[src/rtl/fetch_queue_if.sv]
`default_nettype none
// ============================================================================
// Module      : fetch_queue_if
// Description : Fetch-side and decode-side handshake bundle of fetch_queue.
//               master = surrounding pipeline (fetch stage + decode),
//               slave  = the fetch queue itself.
// Revision    : 1.0  initial release
// ============================================================================
interface fetch_queue_if #(
    parameter int XLEN       = 32,
    parameter int INST_WIDTH = 32
);
    // fetch stage -> queue
    logic                  fetch_valid;
    logic [XLEN-1:0]       fetch_pc;
    logic [INST_WIDTH-1:0] fetch_instr;
    // queue -> fetch stage
    logic                  fetch_stall;
    // queue -> decode
    logic                  dec_valid;
    logic [XLEN-1:0]       dec_pc;
    logic [INST_WIDTH-1:0] dec_instr;
    // decode -> queue
    logic                  dec_ready;

    modport master (
        output fetch_valid,
        output fetch_pc,
        output fetch_instr,
        output dec_ready,
        input  fetch_stall,
        input  dec_valid,
        input  dec_pc,
        input  dec_instr
    );

    modport slave (
        input  fetch_valid,
        input  fetch_pc,
        input  fetch_instr,
        input  dec_ready,
        output fetch_stall,
        output dec_valid,
        output dec_pc,
        output dec_instr
    );
endinterface
`default_nettype wire

[src/rtl/fetch_queue.sv]
`default_nettype none
// ============================================================================
// Module      : fetch_queue
// Description : In-order instruction buffer between the fetch stage and
//               decode. Circular buffer of DEPTH {pc, instr} entries with a
//               valid/ready head, an early stall to fetch that reserves a
//               slot for the one in-flight fetch result, a sticky overflow
//               flag, and synchronous clear on pipeline flush.
//               Optional macro FETCHQ_BYPASS_EN: when the queue is empty a
//               valid fetch result is presented to decode in the same cycle
//               and is not stored if decode accepts it immediately.
// Revision    : 1.0  initial release
// ============================================================================
module fetch_queue #(
    parameter int XLEN       = 32,
    parameter int INST_WIDTH = 32,
    parameter int DEPTH      = 8
) (
    input  wire logic                   clk,
    input  wire logic                   rst_n,
    input  wire logic                   flush,
    fetch_queue_if.slave                bus,
    output logic [$clog2(DEPTH):0]      count,
    output logic                        overflow_err
);

    localparam int PTR_W = $clog2(DEPTH);
    localparam int ENT_W = XLEN + INST_WIDTH;

    localparam logic [PTR_W:0]   FULL_CNT  = (PTR_W+1)'(DEPTH);
    localparam logic [PTR_W:0]   STALL_CNT = (PTR_W+1)'(DEPTH - 1);
    localparam logic [PTR_W:0]   CNT_ONE   = (PTR_W+1)'(1);
    localparam logic [PTR_W-1:0] PTR_ONE   = PTR_W'(1);

    // Storage is deliberately not reset; contents are only observable
    // through dec_pc/dec_instr while dec_valid is high.
    logic [ENT_W-1:0] mem [DEPTH];

    logic [PTR_W-1:0] wr_ptr;
    logic [PTR_W-1:0] rd_ptr;
    logic [PTR_W:0]   count_q;
    logic [PTR_W:0]   count_nxt;
    logic             ovf_q;

    logic             q_valid;     // stored head entry exists
    logic             full;
    logic             pop;         // stored head consumed by decode
    logic             push;        // fetch result written into storage
    logic             ovf_evt;     // fetch result dropped because full
    logic [ENT_W-1:0] head;

    assign q_valid = (count_q != '0);
    assign full    = (count_q == FULL_CNT);
    assign head    = mem[rd_ptr];

    assign pop     = q_valid && bus.dec_ready && !flush;
    // A pop in the same cycle frees the slot, so a full queue can still
    // accept a new entry while its head is being consumed.
    assign ovf_evt = bus.fetch_valid && !flush && full && !pop;

`ifdef FETCHQ_BYPASS_EN
    logic bypass;     // empty queue: forward the fetch result directly
    logic byp_taken;  // forwarded entry accepted, never stored

    assign bypass    = !q_valid && bus.fetch_valid && !flush;
    assign byp_taken = bypass && bus.dec_ready;
    assign push      = bus.fetch_valid && !flush && (!full || pop) && !byp_taken;

    assign bus.dec_valid = q_valid || bypass;
    assign bus.dec_pc    = bypass ? bus.fetch_pc    : head[ENT_W-1:INST_WIDTH];
    assign bus.dec_instr = bypass ? bus.fetch_instr : head[INST_WIDTH-1:0];
`else
    assign push      = bus.fetch_valid && !flush && (!full || pop);

    assign bus.dec_valid = q_valid;
    assign bus.dec_pc    = head[ENT_W-1:INST_WIDTH];
    assign bus.dec_instr = head[INST_WIDTH-1:0];
`endif

    // Stall from registered occupancy only: the fetch stage's output is
    // registered, so one more result may land after stall rises and the
    // DEPTH-1 threshold keeps a slot free for it.
    assign bus.fetch_stall = (count_q >= STALL_CNT);

    assign count        = count_q;
    assign overflow_err = ovf_q;

    // Occupancy update: push and pop together leave the count unchanged.
    always_comb begin
        count_nxt = count_q;
        if (push && !pop) begin
            count_nxt = count_q + CNT_ONE;
        end else if (!push && pop) begin
            count_nxt = count_q - CNT_ONE;
        end
    end

    // Entry storage write at the tail.
    always_ff @(posedge clk) begin
        if (push) begin
            mem[wr_ptr] <= {bus.fetch_pc, bus.fetch_instr};
        end
    end

    // Pointers and occupancy; flush clears everything and outranks push/pop.
    always_ff @(posedge clk or negedge rst_n) begin
        if (!rst_n) begin
            wr_ptr  <= '0;
            rd_ptr  <= '0;
            count_q <= '0;
        end else if (flush) begin
            wr_ptr  <= '0;
            rd_ptr  <= '0;
            count_q <= '0;
        end else begin
            if (push) begin
                wr_ptr <= wr_ptr + PTR_ONE;
            end
            if (pop) begin
                rd_ptr <= rd_ptr + PTR_ONE;
            end
            count_q <= count_nxt;
        end
    end

    // Sticky overflow flag, cleared only by reset.
    always_ff @(posedge clk or negedge rst_n) begin
        if (!rst_n) begin
            ovf_q <= 1'b0;
        end else if (ovf_evt) begin
            ovf_q <= 1'b1;
        end
    end

endmodule
`default_nettype wire

[src/flat_wrapper.sv]
// flat-port wrapper written by rule: the top's interface ports become plain ports
module fetch_queue_flat 
#(
    parameter int XLEN       = 32,
    parameter int INST_WIDTH = 32,
    parameter int DEPTH      = 8
)
  (clk, rst_n, flush, count, overflow_err, bus_fetch_valid, bus_fetch_pc, bus_fetch_instr, bus_dec_ready, bus_fetch_stall, bus_dec_valid, bus_dec_pc, bus_dec_instr);
  fetch_queue_if #(.XLEN(XLEN), .INST_WIDTH(INST_WIDTH)) bus_i ();
  input  wire logic clk;
  input  wire logic rst_n;
  input  wire logic flush;
  output logic [$clog2(DEPTH):0] count;
  output logic overflow_err;
  input wire logic [$bits(bus_i.fetch_valid)-1:0] bus_fetch_valid;
  input wire logic [$bits(bus_i.fetch_pc)-1:0] bus_fetch_pc;
  input wire logic [$bits(bus_i.fetch_instr)-1:0] bus_fetch_instr;
  input wire logic [$bits(bus_i.dec_ready)-1:0] bus_dec_ready;
  output wire logic [$bits(bus_i.fetch_stall)-1:0] bus_fetch_stall;
  output wire logic [$bits(bus_i.dec_valid)-1:0] bus_dec_valid;
  output wire logic [$bits(bus_i.dec_pc)-1:0] bus_dec_pc;
  output wire logic [$bits(bus_i.dec_instr)-1:0] bus_dec_instr;
  assign bus_i.fetch_valid = bus_fetch_valid;
  assign bus_i.fetch_pc = bus_fetch_pc;
  assign bus_i.fetch_instr = bus_fetch_instr;
  assign bus_i.dec_ready = bus_dec_ready;
  assign bus_fetch_stall = bus_i.fetch_stall;
  assign bus_dec_valid = bus_i.dec_valid;
  assign bus_dec_pc = bus_i.dec_pc;
  assign bus_dec_instr = bus_i.dec_instr;
  fetch_queue #(.XLEN(XLEN), .INST_WIDTH(INST_WIDTH), .DEPTH(DEPTH)) u_core (.clk(clk), .rst_n(rst_n), .flush(flush), .bus(bus_i), .count(count), .overflow_err(overflow_err));
endmodule
[config.mk]
export PLATFORM = sky130hd
export DESIGN_NAME = fetch_queue_flat
export DESIGN_NICKNAME = d
export VERILOG_FILES = /design/src/rtl/fetch_queue_if.sv /design/src/rtl/fetch_queue.sv /design/src/flat_wrapper.sv
export SDC_FILE = /design/constraint.sdc
export NUM_CORES = 1
export LEC_CHECK = 0
export BUFFER_PORTS_ARGS = -buffer_cell sky130_fd_sc_hd__buf_2
export CAP_MARGIN = 15
export CELL_PAD_IN_SITES_DETAIL_PLACEMENT = 1
export CELL_PAD_IN_SITES_GLOBAL_PLACEMENT = 1
export CORE_MARGIN = 8
export CORE_UTILIZATION = 55
export DETAILED_ROUTE_END_ITERATION = 10
export HOLD_SLACK_MARGIN = 0.15
export PLACE_DENSITY = 0.93
export SKIP_LAST_GASP = 1
export SLEW_MARGIN = 20
export SYNTH_ARGS = -nofsm -noshare
export SYNTH_HDL_FRONTEND = slang
export SYNTH_SLANG_ARGS = --single-unit
[constraint.sdc]
create_clock -name clk -period 14.83 [get_ports clk]
set_input_delay 2.2245 -clock clk [delete_from_list [all_inputs] [get_ports clk]]
set_output_delay 2.2245 -clock clk [all_outputs]
set_load 0.005 [all_outputs]
==> qor.csv <==
stage,metric,value,unit
status,status,completed,
drt,routed_wl,42.49,mm
drt,firstDrtPassIters,5,
timing,finalSetupViolCount,0,
clock_tree,htreeDepth,2,
drt,via_per_inst,5.993,
synthesis,synthCells,824,
layout,nFillCells,2821,
timing,period_share,38.72,%
timing,skew,0.01053,ns
critical_path,critPathKind,reg -> out,
critical_path,crit_path_top_delay_cell,dfrtp_4,
clock_tree,worstSkewPairLatency,0.55,ns
clock_tree,root_buffer,clkbuf_16,
critical_path,path_max_fanout,50,
clock_tree,cts_resized,0,
clock_tree,ctsHoldBuffers,0,
pwr,power_frac_comb,19.1,%
place,globalplace.congestion,0.7125,
drt,dr.first_iter.drc_count,495,
pwr,swShare,24.32,%
place,place.port_buffers,139,
synthesis,synth.avg_cell_area,24.22,sq um
critical_path,max_stage_delay,0.94,ns
synthesis,ys_seq_elements,523,
layout,area_growth,14.58,%
floorplanning,core.rowCount,69,
synthesis,ys.flop_type,edfxtp_1,
pwr,p_seq_share,46.7,%
synthesis,yosysWarnings,0,
floorplanning,die_area,0.04264,sq mm
drt,post_drt_wl_per_cell,28.33,microns
clock_tree,numCtsBuffers,51,
layout,nets,1066,
global_routing,grt_use_met3,3.433,%
clock_tree,cts_sinks,523,
synthesis,synth_fp_nets,898,
drt,num_vias,8990,
pwr,internal-power,0.002829,W
floorplanning,initial_core_util,55.97,%
global_routing,grt_pass1_wl,63.28,mm
timing,slew_headroom,23.62,%
pwr,power_switching,0.0009092,W
floorplanning,ios,140,
timing,hold_viol,0,
clock_tree,clockBufferDepth,3,
floorplanning,core-area,0.03566,sq mm
critical_path,arrival,3.52,ns
synthesis,ys_async_sr_fraction,2.103,%
global_routing,grt-ovfl-total,0,
critical_path,end_kind,output pin,
timing,whs,0.4763,ns
drt,drc,0,
drt,ant_nets,0,
place,hpwl,23.86,mm
timing,worst_pin_slew,1.146,ns
synthesis,ys_seq_area_share,78.42,%
synthesis,synthDistinctLibCells,39,
global_routing,grt_max_degree,75,
floorplanning,die_y,206.5,microns
global_routing,grt_pass1_vias,10060,
clock_tree,postCtsSetupBuffers,0,
timing,fin_crit,5.741,ns
layout,drive_gt1_share,41.78,%
pwr,power.density,163.5,mW/mm^2
job,maxCapViolCount,0,
timing,tns,0,ns
clock_tree,clk_pin_slew,0.07,ns
timing,rsz0062_at_grt,no,
pwr,peakVddDrop,0.1424,mV
timing,maxSlewViolCount,0,
critical_path,startpoint_type,flop,
synthesis,synth_edf_count,512,
clock_tree,cts_tree,yes,
critical_path,cp.required,12.61,ns
global_routing,busiest_layer,met2,
global_routing,use_met1,24.57,%
hold_path,worstHoldPathType,reg -> reg,
pwr,leakage,7.318,nW
global_routing,grt_usage,20.14,%
synthesis,synth_area,0.01996,sq mm
critical_path,worstPathCellList,buf_4 -> mux4_2 -> mux2_2 -> buf_2,
global_routing,grtUsageMet2,36.27,%
timing,clock.fmax,0.1742,GHz
pwr,clockPowerShare,34.2,%
global_routing,antenna_found_initial,8,
floorplanning,dieWidth,206.5,microns
worst max-delay path, delay by kind of cell (launching register included):
kind | cells | cell delay [ns]
flip-flops | 1 | 0.94
multiplexers | 2 | 0.91
buffers and inverters | 2 | 1.00
area by class of cell:
cell class	count	area, sq um	area share [%]
multi-input cells	256	4089	17.88
flip-flops and latches	523	15660	68.49
clock inverters	32	306.5	1.340
clock buffers	63	1364	5.964
inverters	6	22.52	0.09848
well taps	461	576.8	2.522
diodes	5	12.51	0.05471
repair buffers	154	835.8	3.655
state kept, by name (all words and copies together) (netlist names):
| register | count |
|---|---|
| u_core.overflow_err | 1 |
| u_core.mem | 512 |
| u_core.count | 4 |
| u_core.rd_ptr | 3 |
| u_core.wr_ptr | 3 |
synthesized netlist by cell type, types with 4 or more instances:
library cell,number,area (sq um)
ha_1,4,50.05
dfrtp_1,11,275.3
nor2_1,15,56.30
mux2_2,64,720.7
buf_6,11,123.9
edfxtp_1,512,15370
buf_1,10,37.54
clkbuf_1,12,45.04
nor3b_1,4,30.03
inv_1,6,22.52
mux4_2,128,2883
xnor2_1,5,43.79
layout by cell type (no fill, tap or decap), types with 2 or more instances in the layout:
cell / n
edfxtp_1: 512
mux2_2: 64
xnor2_1: 5
mux2i_1: 2
clkinv_2: 10
ha_1: 4
nor2_1: 13
bufinv_16: 6
dfrtp_4: 3
nor3b_2: 4
clkinv_1: 12
mux4_2: 128
nand3_1: 2
diode_2: 5
a31oi_1: 2
inv_1: 6
o211ai_1: 2
clkbuf_16: 53
a211oi_1: 2
nor3_2: 2
dfrtp_1: 8
xor2_1: 2
a21oi_1: 2
nand2_1: 2
buf_6: 2
clkbuf_1: 10
nor2_4: 2
buf_4: 12
o21ai_0: 3
clkinvlp_4: 3
buf_2: 139
per-layer routing:
metal,wire length (microns),part of all wire (%)
met1,16580,39
met2,22710,53
met3,2132,5.0
met4,1042,2.5
met5,32,0.075
through the flow:
step                area, sq um  std cells  total power, W  setup slack, ns  util (%)
floorplan                 19960        824        0.002289            6.880         -
global placement          21150       1399        0.002473            9.625     59.32
detailed placement        21180       1400        0.002509            9.554     59.40
CTS                       22850       1495        0.003789            8.946     64.08
global route              22870       1500        0.003877            8.800     64.14
finish                    22870       1500        0.003738            9.089     64.14
worst paths after layout:
kind	startpoint	end	depth (start not counted)	slack, ns
hold reg to reg	u_core.overflow_err	u_core.overflow_err	1	0.48
min in group asynchronous	rst_n	u_core.count[1]	1	1.55
setup reg to reg	u_core.count[0]	u_core.count[3]	8	11.72
hold / removal	u_core.overflow_err	u_core.overflow_err	1	0.48
max in group asynchronous	rst_n	u_core.rd_ptr[1]	1	13.03
setup / recovery	u_core.rd_ptr[0]	bus_dec_pc[5]	4	9.09
power by group through the flow:
stage | Sequential (W) | Clock [W] | Combinational, W
floorplan | 0.00172 | 0 | 0.000565
global placement | 0.00177 | 0 | 0.000700
detailed placement | 0.00178 | 0 | 0.000731
CTS | 0.00175 | 0.00130 | 0.000737
global route | 0.00176 | 0.00135 | 0.000776
finish | 0.00175 | 0.00128 | 0.000715
cell families after synthesis:
group,count (synthesis),synth area share (%)
muxes,194,18.16
AOI/OAI and AO/OA,18,0.6519
xor gates and xnor gates,7,0.3072
buffers and inverters,45,1.323
DFF,523,78.42
and+or+nand+nor,32,0.7963
adders and majority gates,5,0.3511
No activity file was read; power rests on OpenSTA's default activity.
